<file path="config.mk">
export PLATFORM = sky130hd
export DESIGN_NAME = rxuart
export DESIGN_NICKNAME = d
export VERILOG_FILES = /design/src/rtl/rxuart.sv
export SDC_FILE = /design/constraint.sdc
export NUM_CORES = 1
export LEC_CHECK = 0
export ABC_AREA = 1
export CAP_MARGIN = 20
export CORE_AREA = 3 3 62 64
export DETAILED_ROUTE_END_ITERATION = 12
export DIE_AREA = 0 0 65 67
export PLACE_DENSITY = 0.82
export SLEW_MARGIN = 20
export SYNTH_ARGS = -nofsm -noshare
export SYNTH_HDL_FRONTEND = slang
export SYNTH_SLANG_ARGS = --single-unit
</file>
<file path="constraint.sdc">
create_clock -name i_clk -period 2.14 [get_ports i_clk]
set_input_delay 0.214 -clock i_clk [delete_from_list [all_inputs] [get_ports i_clk]]
set_output_delay 0.214 -clock i_clk [all_outputs]
set_load 0.01 [all_outputs]
</file>
<file path="src/rtl/rxuart.sv">
// rxuart: 8N1 UART receiver, 2-flop synchronized input, mid-bit sampling.
// Ports: i_clk, i_rst_n (sync, active low), i_uart_rx -> o_data, o_valid, o_frame_err, o_busy.
module rxuart #(
  parameter int CLOCKS_PER_BAUD = 868,
  parameter int CNT_WIDTH       = $clog2(CLOCKS_PER_BAUD)
) (
  input  logic       i_clk,
  input  logic       i_rst_n,
  input  logic       i_uart_rx,
  output logic [7:0] o_data,
  output logic       o_valid,
  output logic       o_frame_err,
  output logic       o_busy
);

  typedef enum logic [2:0] {
    S_IDLE,
    S_START,
    S_DATA,
    S_STOP,
    S_BREAK
  } state_t;

  localparam logic [CNT_WIDTH-1:0] HALF =
    CNT_WIDTH'(CLOCKS_PER_BAUD / 2 - 1);
  localparam logic [CNT_WIDTH-1:0] FULL =
    CNT_WIDTH'(CLOCKS_PER_BAUD - 1);

  logic                 r_sync1;
  logic                 r_rx_s;
  state_t               r_state;
  logic [CNT_WIDTH-1:0] r_cnt;
  logic [2:0]           r_idx;
  logic [7:0]           r_shift;
  logic [7:0]           r_data;
  logic                 r_valid;
  logic                 r_ferr;

  state_t               w_state_nx;
  logic [CNT_WIDTH-1:0] w_cnt_nx;
  logic [2:0]           w_idx_nx;
  logic [7:0]           w_shift_nx;
  logic [7:0]           w_data_nx;
  logic                 w_valid_nx;
  logic                 w_ferr_nx;
  logic                 w_cnt_zero;

  assign w_cnt_zero = (r_cnt == '0);

  always_ff @(posedge i_clk) begin
    if (!i_rst_n) begin
      r_sync1 <= 1'b1;
      r_rx_s  <= 1'b1;
      r_state <= S_IDLE;
      r_cnt   <= '0;
      r_idx   <= '0;
      r_shift <= '0;
      r_data  <= '0;
      r_valid <= 1'b0;
      r_ferr  <= 1'b0;
    end else begin
      r_sync1 <= i_uart_rx;
      r_rx_s  <= r_sync1;
      r_state <= w_state_nx;
      r_cnt   <= w_cnt_nx;
      r_idx   <= w_idx_nx;
      r_shift <= w_shift_nx;
      r_data  <= w_data_nx;
      r_valid <= w_valid_nx;
      r_ferr  <= w_ferr_nx;
    end
  end

  always_comb begin
    w_state_nx = r_state;
    w_cnt_nx   = r_cnt;
    w_idx_nx   = r_idx;
    w_shift_nx = r_shift;
    w_data_nx  = r_data;
    w_valid_nx = 1'b0;
    w_ferr_nx  = 1'b0;
    unique case (r_state)
      S_IDLE: begin
        if (!r_rx_s) begin
          w_state_nx = S_START;
          w_cnt_nx   = HALF;
        end
      end
      S_START: begin
        if (!w_cnt_zero) begin
          w_cnt_nx = r_cnt - CNT_WIDTH'(1);
        end else if (r_rx_s) begin
          // line went back high before mid-start: glitch
          w_state_nx = S_IDLE;
        end else begin
          w_state_nx = S_DATA;
          w_cnt_nx   = FULL;
          w_idx_nx   = '0;
        end
      end
      S_DATA: begin
        if (!w_cnt_zero) begin
          w_cnt_nx = r_cnt - CNT_WIDTH'(1);
        end else begin
          w_shift_nx[r_idx] = r_rx_s;
          w_cnt_nx          = FULL;
          w_idx_nx          = r_idx + 3'd1;
          if (r_idx == 3'd7) begin
            w_state_nx = S_STOP;
          end
        end
      end
      S_STOP: begin
        if (!w_cnt_zero) begin
          w_cnt_nx = r_cnt - CNT_WIDTH'(1);
        end else if (r_rx_s) begin
          // leave at mid-stop so a new start bit can follow at once
          w_data_nx  = r_shift;
          w_valid_nx = 1'b1;
          w_state_nx = S_IDLE;
        end else begin
          w_ferr_nx  = 1'b1;
          w_state_nx = S_BREAK;
        end
      end
      S_BREAK: begin
        if (r_rx_s) begin
          w_state_nx = S_IDLE;
        end
      end
      default: begin
        w_state_nx = S_IDLE;
      end
    endcase
  end

  assign o_data      = r_data;
  assign o_valid     = r_valid;
  assign o_frame_err = r_ferr;
  assign o_busy      = (r_state != S_IDLE);

endmodule

</file>
==> summary by stage <==
Status
The run finished with clean final reports.

Final layout
The filler cells instantiated in the layout total between 300 and 400. The total inserted antenna cells is 0. Registers take ~720 um^2. The library cells used most frequently in the layout, excluding fill and tap cells, are nand2_1, nor2_1, dfxtp_1.

The multi-input combinational cells in the finished layout cover a total of ~950 um^2. The net total in the final layout is between 200 and 300. The most common cell after layout, fill and taps aside is nand2_1. The signed area change from the synthesized netlist to the final layout is 13.4%. The share of cells above drive strength 1 is roughly 12%.

Worst setup path
Walking the worst path, the cells encountered are inv_1 -> ha_1 -> nand2_2 -> nor2_4 -> buf_4 -> nand4_1 -> o21ai_0 -> a21oi_1. The family with the most delay on the worst path is simple AND/OR/NAND/NOR gates. The critical path required time is roughly 2.4 ns.

Data on the critical path arrives at its endpoint at 2.06 ns. In this run the worst path has a maximum fanout of 10. STA classifies the critical path startpoint as a flip-flop. The critical path is of the reg2reg type. The cell at the slowest stage of the critical path is dfxtp_1. The largest single stage delay on the critical path is 0.35 ns.

The worst setup path is captured at a flip-flop. Counting both buffers and inverters, the worst setup path holds a total of 2.

Placement
The placer congestion estimate is 0.853. Detailed placement ended at an HPWL of 2710 um. Input and output buffers added on the ports amount to 13.

Floorplanning
In this run the vertical extent of the chip is 67 um. The area of the core region is between 0.003 and 0.004 mm^2. The die covers roughly 0.0044 mm^2. The top-level port count is 14. The number of cell rows is 21. The die is 65 um wide. For this configuration, the core starts out at a cell density of about 56%.

GRT
The total overflow left after global routing is 0. The pin count of the biggest net entering global routing is 19. The all-layer global routing usage is around a fifth. The initial antenna violation count was 0. The first global-routing pass estimated 6510 um of wire. The via count of the first global-routing pass is roughly 1,500.

Detailed routing
The ratio of routed vias to standard cells is 5.13. After detailed routing, the total wire length is 3720 um. The number of optimization iterations in the first detailed-route pass is 6. Dividing the detail-routed wire length by the instance count gives around 11 um. For this run, design rule violations remaining after detail routing come to 0. The detail route stage leaves a number of antenna-violating nets equal to 0. The routed layout has ~1,700 vias. In this run, the number of DRC markers left after iteration 0 of detailed routing was 133.

Pwr
The share of total power dissipated in sequential elements is between 30% and 40%. Cell internal power was estimated by the tool at 0.00161 W. In this run the power spent charging and discharging nets is 0.00138 W. The leakage power is 0.908 nW. The power density normalized to cell area is about 1400 mW/mm^2. Net switching is a little under half of the power. VDD sags by at most 0.519 mV. The clock network is responsible for between 15 and 20% of the overall power. The logic gate share of total power is a little over half.

Timing
Setup violations remaining at the end of the flow were counted as 0. The pin slew with the least headroom to its limit is 0.351 ns. The portion of the clock cycle consumed by the worst path in the final layout is 84.9%.

The post-route worst hold slack is ~0.43 ns. Setup total negative slack on the finished layout was measured at 0 ns. For the final database, setup skew stands at ~0.015 ns. The highest clock frequency the design can meet is 551 MHz.

Setup repair after global routing left no endpoint under its margin. The number of slew-limit violations in the final report is 0. The worst pin sits at a relative slew slack of approximately three quarters. The worst path in the final design needs a cycle of around 1.8 ns, including I/O delays and setup. The final hold violation count is 0.

Logic synthesis
In this run, synthesis produced a sequential element count of 36. In the synthesized netlist, the number of instances is 264. Yosys mapped a number of flops with a built-in enable equal to 0.

Counting every net in the synthesized netlist gives 270. The mean post-synth cell area is between 7 and 8 um^2. The share of synthesized flip-flops with an asynchronous set or reset is 0%. The most frequently used flop master after synthesis is dfxtp_1.

The post-synth design cell area is about 0.0019 mm^2. Yosys mapped the design onto 33 distinct sky130hd cell types. Sequential cells were found to cover roughly 39% of the synthesized design area.

During synthesis, Yosys emitted a total of 0 warnings.

CTS
The maximum level of the CTS H-tree is 2. Once the clock tree was built, the resizer swapped 0 gates to a different size. Buffers inserted to repair hold after CTS numbered 0. The clock root buffer master is clkbuf_4. In this run the deepest clock path goes through 2 buffers. The clock sink count is 36. The total CTS buffers is 5. TritonCTS built the clock tree. After clock tree synthesis, the clock-pin slew on the worst setup and hold paths is 0.12 ns. In this run the post-CTS setup repair buffer count came out at 0. The later pin in the worst-skew pair is clocked with a latency of between 0.3 and 0.4 ns.

Worst hold path
The tightest min-delay check is of the in2reg type.

Run
Max-cap violations in this run came to 0.
[kinds of logic (layout without fill, tap and decap cells)]
group / Yosys count / count (layout) / share of synthesized area, %
AOI/OAI and AO/OA: 42 / 42 / 13.5
xor gates and xnor gates: 3 / 3 / 1.42
adders and majority gates: 3 / 3 / 2.02
buffers and inverters: 43 / 61 / 10.2
DFF: 36 / 36 / 38.8
and+or+nand+nor: 137 / 137 / 34.1
[area by class of cell]
class                   instances  area share, %
clock buffers                   5           1.78
inverters                      35           6.25
multi-input cells             185           45.0
flip-flops and latches         36           34.3
repair buffers                 18           7.97
well taps                      46           2.74
clock inverters                 3           2.02
[path summary, 6_finish.rpt]
| check | startpoint | to | slack (ns) | cells after the start |
|---|---|---|---|---|
| worst min-delay path | i_uart_rx | r_sync1$_SDFF_PN1_ | 0.43 | 2 |
| worst max register to register | r_cnt[0]$_SDFFE_PN0P_ | r_idx[1]$_SDFFE_PN0P_ | 0.32 | 8 |
| worst min register to register | r_sync1$_SDFF_PN1_ | r_rx_s$_SDFF_PN1_ | 0.44 | 1 |
| worst max-delay path | r_cnt[0]$_SDFFE_PN0P_ | r_idx[1]$_SDFFE_PN0P_ | 0.32 | 8 |
[sequential cells by signal (all words and copies together), names as in the netlist]
| register | flops |
|---|---|
| r_sync1 | 1 |
| r_shift | 8 |
| o_frame_err | 1 |
| o_data | 8 |
| r_idx | 3 |
| r_state | 3 |
| o_valid | 1 |
| r_rx_s | 1 |
| r_cnt | 10 |
[Yosys cell counts, types with 2 or more instances]
cell type	instances	area [um^2]
nand2_1	52	195
nor2_1	46	173
dfxtp_1	36	721
inv_1	30	113
a21oi_1	21	105
nand3_1	18	90.1
o21a_1	8	60.1
o21ai_0	7	35.0
nand4_1	5	31.3
inv_2	4	15.0
nand2_2	4	25.0
ha_1	3	37.5
nor2_2	3	18.8
a21oi_2	2	17.5
buf_4	2	15.0
buf_6	2	22.5
clkbuf_1	2	7.51
nor2_4	2	22.5
or2_2	2	12.5
xor2_1	2	17.5
[power groups by stage]
stage          combinational, W  clock [W]  sequential (W)
2_1_floorplan           0.00129          0        0.000917
3_3_place_gp            0.00154          0        0.000945
3_5_place_dp            0.00156          0        0.000949
4_1_cts                 0.00157   0.000496        0.000935
5_1_grt                 0.00180   0.000519        0.000959
6_report                0.00157   0.000482        0.000940
[layer usage]
metal  GRT usage, %  wire length (um)  vias up
met5              0                 0        -
met4           9.50                63        0
met3           5.73               172        9
met2           31.2              1770       36
met1           23.6              1720      760
li1               -                 -      876
[per-stage QoR]
| step | cell area [um^2] | power (W) | utilization, % | setup slack (ns) | cells |
|---|---|---|---|---|---|
| 6_report | 2100 | 0.00299 | 63.0 | 0.324 | 328 |
| 5_1_grt | 2100 | 0.00328 | 63.0 | 0.203 | 328 |
| 3_5_place_dp | 2020 | 0.00250 | 60.6 | 0.370 | 320 |
| 4_1_cts | 2100 | 0.00300 | 63.0 | 0.345 | 328 |
| 2_1_floorplan | 1860 | 0.00220 | - | 0.648 | 264 |
| 3_3_place_gp | 2020 | 0.00248 | 60.6 | 0.371 | 320 |
(Power assumes the default switching activity.)
